$ cat config.mk
export PLATFORM = sky130hd
export DESIGN_NAME = reg_file_scan_reader_flat
export DESIGN_NICKNAME = d
export VERILOG_FILES = /design/src/rtl/regscan_pkg.sv /design/src/rtl/reg_file_scan_reader_if.sv /design/src/rtl/regscan_addr_ctr.sv /design/src/rtl/reg_file_scan_reader.sv /design/src/flat_wrapper.sv
export SDC_FILE = /design/constraint.sdc
export NUM_CORES = 1
export LEC_CHECK = 0
export CAP_MARGIN = 25
export CORE_MARGIN = 4
export CORE_UTILIZATION = 26
export CTS_BUF_LIST = sky130_fd_sc_hd__clkbuf_4 sky130_fd_sc_hd__clkbuf_8
export CTS_CLUSTER_DIAMETER = 60
export DETAILED_ROUTE_END_ITERATION = 7
export PLACE_DENSITY = 0.55
export SLEW_MARGIN = 20
export SYNTH_ARGS = -nofsm -noshare
export SYNTH_HDL_FRONTEND = slang
export SYNTH_SLANG_ARGS = --single-unit
$ cat constraint.sdc
create_clock -name clk -period 3.5 [get_ports clk]
set_input_delay 0.7 -clock clk [delete_from_list [all_inputs] [get_ports clk]]
set_output_delay 0.7 -clock clk [all_outputs]
set_load 0.01 [all_outputs]
$ cat src/rtl/regscan_pkg.sv
// Shared types and default geometry for the register-file scan reader.
package regscan_pkg;

  localparam int REGSCAN_ADDR_W     = 5;
  localparam int REGSCAN_DATA_W     = 32;
  localparam int REGSCAN_FIRST_ADDR = 0;
  localparam int REGSCAN_LAST_ADDR  = 31;

  typedef enum logic [2:0] {
    ST_IDLE    = 3'd0,
    ST_ADDR    = 3'd1,
    ST_WAIT    = 3'd2,
    ST_PRESENT = 3'd3,
    ST_DONE    = 3'd4
  } regscan_state_e;

endpackage

$ cat src/rtl/reg_file_scan_reader_if.sv
// Control, register-file read and downstream entry signals of the scan reader.
// The scanner drives the master modport; the register file / consumer side uses slave.
interface reg_file_scan_reader_if #(
  parameter int ADDR_W = 5,
  parameter int DATA_W = 32
);
  logic              start;
  logic              abort;
  logic              rd_en;
  logic [ADDR_W-1:0] rd_addr;
  logic [DATA_W-1:0] rd_data;
  logic              out_valid;
  logic              out_ready;
  logic [ADDR_W-1:0] out_addr;
  logic [DATA_W-1:0] out_data;
  logic              busy;
  logic              done;
  logic [DATA_W-1:0] checksum;

  modport master (
    input  start, abort, rd_data, out_ready,
    output rd_en, rd_addr, out_valid, out_addr, out_data, busy, done, checksum
  );

  modport slave (
    output start, abort, rd_data, out_ready,
    input  rd_en, rd_addr, out_valid, out_addr, out_data, busy, done, checksum
  );
endinterface

$ cat src/rtl/regscan_addr_ctr.sv
// Loadable sweep address counter: load-first, saturating increment, at-last flag.
module regscan_addr_ctr #(
  parameter int ADDR_W     = 5,
  parameter int FIRST_ADDR = 0,
  parameter int LAST_ADDR  = 31
) (
  input  logic              clk,
  input  logic              rst,
  input  logic              i_load,
  input  logic              i_inc,
  output logic [ADDR_W-1:0] o_addr,
  output logic              o_at_last
);
  localparam logic [ADDR_W-1:0] FIRST_A = ADDR_W'(FIRST_ADDR);
  localparam logic [ADDR_W-1:0] LAST_A  = ADDR_W'(LAST_ADDR);

  logic [ADDR_W-1:0] r_addr;
  logic              w_at_last;

  assign w_at_last = (r_addr == LAST_A);

  // Increment stops at the last address, so a sweep can never wrap.
  always_ff @(posedge clk) begin
    if (rst) begin
      r_addr <= '0;
    end else if (i_load) begin
      r_addr <= FIRST_A;
    end else if (i_inc && !w_at_last) begin
      r_addr <= r_addr + 1'b1;
    end
  end

  assign o_addr    = r_addr;
  assign o_at_last = w_at_last;
endmodule

$ cat src/rtl/reg_file_scan_reader.sv
// Sweeps a register-file address range and presents each {addr,data} on valid/ready.
// Define REGSCAN_CHECKSUM_EN to accumulate a modulo-2^DATA_W checksum of accepted data.
module reg_file_scan_reader
  import regscan_pkg::*;
#(
  parameter int ADDR_W     = REGSCAN_ADDR_W,
  parameter int DATA_W     = REGSCAN_DATA_W,
  parameter int FIRST_ADDR = REGSCAN_FIRST_ADDR,
  parameter int LAST_ADDR  = REGSCAN_LAST_ADDR
) (
  input logic                    clk,
  input logic                    rst,
  reg_file_scan_reader_if.master bus
);
  localparam logic [2:0] S_IDLE    = ST_IDLE;
  localparam logic [2:0] S_ADDR    = ST_ADDR;
  localparam logic [2:0] S_WAIT    = ST_WAIT;
  localparam logic [2:0] S_PRESENT = ST_PRESENT;
  localparam logic [2:0] S_DONE    = ST_DONE;

  logic [2:0]        r_state;
  logic              r_rd_en;
  logic              r_out_valid;
  logic              r_busy;
  logic              r_done;
  logic [ADDR_W-1:0] r_out_addr;
  logic [DATA_W-1:0] r_out_data;

  logic [ADDR_W-1:0] w_rd_addr;
  logic              w_at_last;
  logic              w_abort;
  logic              w_start;
  logic              w_hs;
  logic              w_inc;

  // Abort outranks both a new start and a pending handshake.
  assign w_abort = bus.abort && (r_state != S_IDLE);
  assign w_start = bus.start && !bus.abort && (r_state == S_IDLE);
  assign w_hs    = (r_state == S_PRESENT) && bus.out_ready && !bus.abort;
  assign w_inc   = w_hs && !w_at_last;

  regscan_addr_ctr #(
    .ADDR_W    (ADDR_W),
    .FIRST_ADDR(FIRST_ADDR),
    .LAST_ADDR (LAST_ADDR)
  ) u_addr_ctr (
    .clk      (clk),
    .rst      (rst),
    .i_load   (w_start),
    .i_inc    (w_inc),
    .o_addr   (w_rd_addr),
    .o_at_last(w_at_last)
  );

  always_ff @(posedge clk) begin
    if (rst) begin
      r_state     <= S_IDLE;
      r_rd_en     <= 1'b0;
      r_out_valid <= 1'b0;
      r_busy      <= 1'b0;
      r_done      <= 1'b0;
      r_out_addr  <= '0;
      r_out_data  <= '0;
    end else if (w_abort) begin
      r_state     <= S_IDLE;
      r_rd_en     <= 1'b0;
      r_out_valid <= 1'b0;
      r_busy      <= 1'b0;
      r_done      <= 1'b0;
    end else begin
      case (r_state)
        S_IDLE: begin
          if (w_start) begin
            r_state <= S_ADDR;
            r_rd_en <= 1'b1;
            r_busy  <= 1'b1;
          end
        end
        S_ADDR: begin
          r_state <= S_WAIT;
          r_rd_en <= 1'b0;
        end
        S_WAIT: begin
          // Read data is valid now, one cycle after the strobe was sampled.
          r_out_addr  <= w_rd_addr;
          r_out_data  <= bus.rd_data;
          r_out_valid <= 1'b1;
          r_state     <= S_PRESENT;
        end
        S_PRESENT: begin
          if (w_hs) begin
            r_out_valid <= 1'b0;
            if (w_at_last) begin
              r_state <= S_DONE;
              r_done  <= 1'b1;
            end else begin
              r_state <= S_ADDR;
              r_rd_en <= 1'b1;
            end
          end
        end
        S_DONE: begin
          r_state <= S_IDLE;
          r_done  <= 1'b0;
          r_busy  <= 1'b0;
        end
        default: begin
          r_state <= S_IDLE;
        end
      endcase
    end
  end

`ifdef REGSCAN_CHECKSUM_EN
  logic [DATA_W-1:0] r_checksum;

  // Partial sum is kept on abort; only reset or a new sweep clears it.
  always_ff @(posedge clk) begin
    if (rst || w_start) begin
      r_checksum <= '0;
    end else if (w_hs) begin
      r_checksum <= r_checksum + r_out_data;
    end
  end

  assign bus.checksum = r_checksum;
`else
  assign bus.checksum = '0;
`endif

  assign bus.rd_en     = r_rd_en;
  assign bus.rd_addr   = w_rd_addr;
  assign bus.out_valid = r_out_valid;
  assign bus.out_addr  = r_out_addr;
  assign bus.out_data  = r_out_data;
  assign bus.busy      = r_busy;
  assign bus.done      = r_done;
endmodule

$ cat src/flat_wrapper.sv
// flat-port wrapper written by rule: the top's interface ports become plain ports
module reg_file_scan_reader_flat import regscan_pkg::*;
#(
  parameter int ADDR_W     = REGSCAN_ADDR_W,
  parameter int DATA_W     = REGSCAN_DATA_W,
  parameter int FIRST_ADDR = REGSCAN_FIRST_ADDR,
  parameter int LAST_ADDR  = REGSCAN_LAST_ADDR
)
  (clk, rst, bus_start, bus_abort, bus_rd_data, bus_out_ready, bus_rd_en, bus_rd_addr, bus_out_valid, bus_out_addr, bus_out_data, bus_busy, bus_done, bus_checksum);
  reg_file_scan_reader_if #(.ADDR_W(ADDR_W), .DATA_W(DATA_W)) bus_i ();
  input logic clk;
  input logic rst;
  input wire logic [$bits(bus_i.start)-1:0] bus_start;
  input wire logic [$bits(bus_i.abort)-1:0] bus_abort;
  input wire logic [$bits(bus_i.rd_data)-1:0] bus_rd_data;
  input wire logic [$bits(bus_i.out_ready)-1:0] bus_out_ready;
  output wire logic [$bits(bus_i.rd_en)-1:0] bus_rd_en;
  output wire logic [$bits(bus_i.rd_addr)-1:0] bus_rd_addr;
  output wire logic [$bits(bus_i.out_valid)-1:0] bus_out_valid;
  output wire logic [$bits(bus_i.out_addr)-1:0] bus_out_addr;
  output wire logic [$bits(bus_i.out_data)-1:0] bus_out_data;
  output wire logic [$bits(bus_i.busy)-1:0] bus_busy;
  output wire logic [$bits(bus_i.done)-1:0] bus_done;
  output wire logic [$bits(bus_i.checksum)-1:0] bus_checksum;
  assign bus_i.start = bus_start;
  assign bus_i.abort = bus_abort;
  assign bus_i.rd_data = bus_rd_data;
  assign bus_i.out_ready = bus_out_ready;
  assign bus_rd_en = bus_i.rd_en;
  assign bus_rd_addr = bus_i.rd_addr;
  assign bus_out_valid = bus_i.out_valid;
  assign bus_out_addr = bus_i.out_addr;
  assign bus_out_data = bus_i.out_data;
  assign bus_busy = bus_i.busy;
  assign bus_done = bus_i.done;
  assign bus_checksum = bus_i.checksum;
  reg_file_scan_reader #(.ADDR_W(ADDR_W), .DATA_W(DATA_W), .FIRST_ADDR(FIRST_ADDR), .LAST_ADDR(LAST_ADDR)) u_core (.clk(clk), .rst(rst), .bus(bus_i));
endmodule
==> flow_metrics.env <==
export IMPL_n_antenna_cell=0
export IMPL_cts_tree="done"
export IMPL_ys_flop_type="dfxtp_1"
export IMPL_n_fill_cell=864
export IMPL_nets=383
export IMPL_netlist_cell_type_count=33
export IMPL_post_route_min_period_ps=2475
export IMPL_top_level_ports=115
export IMPL_cts_buffers=5
export IMPL_power_density_cell_area_mw_per_mm2=356.2
export IMPL_clkTransAtPathRegs_ps=80
export IMPL_cts_hold_buf=0
export IMPL_fp_dieW_um=99.51
export IMPL_cts_setup_buffers=0
export IMPL_rsz0062_at_grt="no"
export IMPL_drtPass1Iterations=4
export IMPL_p_leak_nw=1.099
export IMPL_criticalPathCategory="in -> reg"
export IMPL_drt_iter0_markers=62
export IMPL_chipHeight_um=99.51
export IMPL_htree_levels=2
export IMPL_rrSetupSlack_ps=1470
export IMPL_grt_max_degree=38
export IMPL_drive_gt1_share_pct=4.360
export IMPL_antenna_found_initial=0
export IMPL_cts_sinks=49
export IMPL_cp_end_kind="flip-flop"
export IMPL_skew_ps=4.335
export IMPL_placed_cells=441
export IMPL_async_flop_share_pct=0
export IMPL_finalCritPeriodShare_pct=70.70
export IMPL_yosysSeqAreaShare_pct=45.06
export IMPL_portBuffers=82
export IMPL_required_ps=3670
export IMPL_syn_avg_cell_area_sq_um=8.123
export IMPL_hold_class="reg -> reg"
export IMPL_r2r_start="u_core.r_state[1]"
export IMPL_arrival_ps=2640
export IMPL_ctsResizeCount=0
export IMPL_syn2layout_area_growth_pct=40.80
export IMPL_maxSlewViolCount=0
export IMPL_syn_area_sq_mm=0.002177
export IMPL_clockPowerShare_pct=38.1
export IMPL_dieArea_sq_mm=0.009901
export IMPL_run_status="finished clean"
export IMPL_via_per_inst=4.241
export IMPL_gp_congestion=0.7473
export IMPL_cp_start_kind="input pin"
export IMPL_max_freq_mhz=404.1
export IMPL_synth_area_leader_cell="dfxtp_1"
export IMPL_grt_pass1_vias=1858
export IMPL_fin_tns_setup_ps=0
export IMPL_coreArea_sq_mm=0.008175
export IMPL_drc=0
export IMPL_root_buffer="clkbuf_8"
export IMPL_cts_path_max_buffers=2
export IMPL_grtUsageTotal_pct=10.73
export IMPL_p_comb_share_pct=9.7
export IMPL_hold_violations=0
export IMPL_min_from="u_core.bus.out_addr[1]"
export IMPL_min_to="u_core.bus.out_addr[1]"
export IMPL_synth_edf_count=0
export IMPL_row_count=33
export IMPL_ys_seq_elements=49
export IMPL_switching_power_w=0.0002316
export IMPL_dp_hpwl_um=3936
export IMPL_p_sw_share_pct=21.21
export IMPL_synth_area_leaders="dfxtp_1 (45%), nand2_1 (13%), buf_4 (11%)"
export IMPL_via_count=1904
export IMPL_synthCells=268
export IMPL_clock_latency_ps=290
export IMPL_max_slew_margin_pct=47.77
export IMPL_worst_pin_slew_ps=783.5
export IMPL_rr_endpoint="u_core.bus.out_data[2]"
export IMPL_wl_um=5317
export IMPL_drtAntennaViolNets=0
export IMPL_max_cap_violations=0
export IMPL_start_util_pct=26.63
export IMPL_ir_worst_vdd_mv=0.1508
export IMPL_layoutNonFillerInstCount=449
export IMPL_wl_per_cell_um=11.84
export IMPL_grt_first_pass_wirelength_um=8804
export IMPL_overflow=0
export IMPL_worst_path_max_fanout=37
export IMPL_synth_top_area_share_pct=45.06
export IMPL_internal_power_w=0.0008604
export IMPL_p_seq_share_pct=52.2
export IMPL_whs_path_depth=2
export IMPL_rr_worst_depth=3
export IMPL_finalSetupViolCount=0
export IMPL_yosys_warnings=0
-- area by class of cell --
class	instances	area (sq um)	share of cell area, %
clock buffers	7	90.09	2.939
flip-flops and latches	49	980.9	32.00
multi-input cells	200	978.4	31.92
clock inverters	1	30.03	0.9796
inverters	1	3.754	0.1224
well taps	105	131.4	4.286
repair buffers	86	850.8	27.76
-- metal layers --
layer	global-route usage, %	part of all wire (%)
met1	13.74	45
met2	17.77	47
met3	3.226	8.0
met4	2.521	0.26
met5	0	0
-- registers in the layout, indices dropped and copies added (netlist names) --
signal / count
u_core.bus.rd_en: 1
u_core.u_addr_ctr.o_addr: 5
u_core.bus.busy: 1
u_core.bus.out_addr: 5
u_core.bus.done: 1
u_core.r_state: 3
u_core.bus.out_data: 32
u_core.bus.out_valid: 1
-- critical path, cell delays in order --
cell and delay (ps):
clkdlybuf4s50_1 600, or4b_2 1070, nand2_1 180, a21oi_1 80
-- power groups by stage --
| stage | Combinational, W | Clock, W | Sequential [W] |
|---|---|---|---|
| final | 0.000106 | 0.000416 | 0.000570 |
| after detailed placement | 0.000106 | 0 | 0.000583 |
| after floorplan | 0.0000720 | 0 | 0.000583 |
| after global routing | 0.000117 | 0.000456 | 0.000572 |
| after global placement | 0.000106 | 0 | 0.000583 |
| after CTS | 0.000107 | 0.000440 | 0.000570 |
-- cells by family (layout without fill, tap and decap cells) --
family                   count (synthesis)  after routing  synth area share (%)
other                                    1             32                0.1722
adder cells (fa/ha/maj)                  3              3                 1.724
AO/OA/AOI/OAI                           61             61                 15.40
AND/OR/NAND/NOR                        104            104                 22.30
flip-flops                              49             49                 45.06
buffers and inverters                   50             95                 15.34
-- cells in the mapped netlist, types with 3 or more instances --
| library cell | count |
|---|---|
| o31ai_1 | 4 |
| dfxtp_1 | 49 |
| a21oi_1 | 46 |
| o21ai_0 | 5 |
| nand2_1 | 76 |
| buf_6 | 3 |
| buf_2 | 3 |
| buf_4 | 32 |
| nor2_1 | 3 |
| nor2b_1 | 4 |
| clkbuf_1 | 11 |
| ha_1 | 3 |
| nand3_1 | 4 |
-- worst max-delay path by stage --
stage	depth (start not counted)	slack, ps	endpoint	from
global route	4	920	u_core.bus.out_addr[2]	bus_abort
floorplan	6	1450	u_core.bus.out_addr[0]	bus_abort
detailed placement	4	690	u_core.bus.out_data[9]	bus_abort
global placement	4	740	u_core.bus.out_addr[3]	bus_abort
finish	4	1030	u_core.bus.out_data[2]	bus_abort
CTS	4	1020	u_core.bus.out_data[9]	bus_abort
-- cells in the final DEF (no fill, tap or decap), types with 2 or more instances in the layout --
| cell type | instances |
|---|---|
| clkdlybuf4s50_1 | 82 |
| nand2_1 | 76 |
| dfxtp_1 | 49 |
| a21oi_1 | 46 |
| conb_1 | 32 |
| clkbuf_8 | 6 |
| o21ai_0 | 5 |
| nand3_1 | 4 |
| o31ai_1 | 4 |
| nor2b_1 | 4 |
| buf_4 | 4 |
| nor2_1 | 3 |
| ha_1 | 3 |
| nand3b_1 | 2 |
| nor3b_1 | 2 |
| or3_1 | 2 |
| o21bai_1 | 2 |
| or4_1 | 2 |
-- through the flow --
stage	hold WS [ps]	cell area (sq um)	util (%)	power (W)	setup WS, ps
4_1_cts	459.8	3065	37.50	0.001117	1018
6_report	455.5	3065	37.50	0.001092	1025
5_1_grt	476.5	3065	37.50	0.001145	915.3
2_1_floorplan	480.5	2293	-	0.0006552	1450
3_5_place_dp	446.8	2945	36.03	0.0006891	692.4
3_3_place_gp	441.4	2945	36.03	0.0006890	739.0
Note: power is estimated with default switching activity, not from simulation.
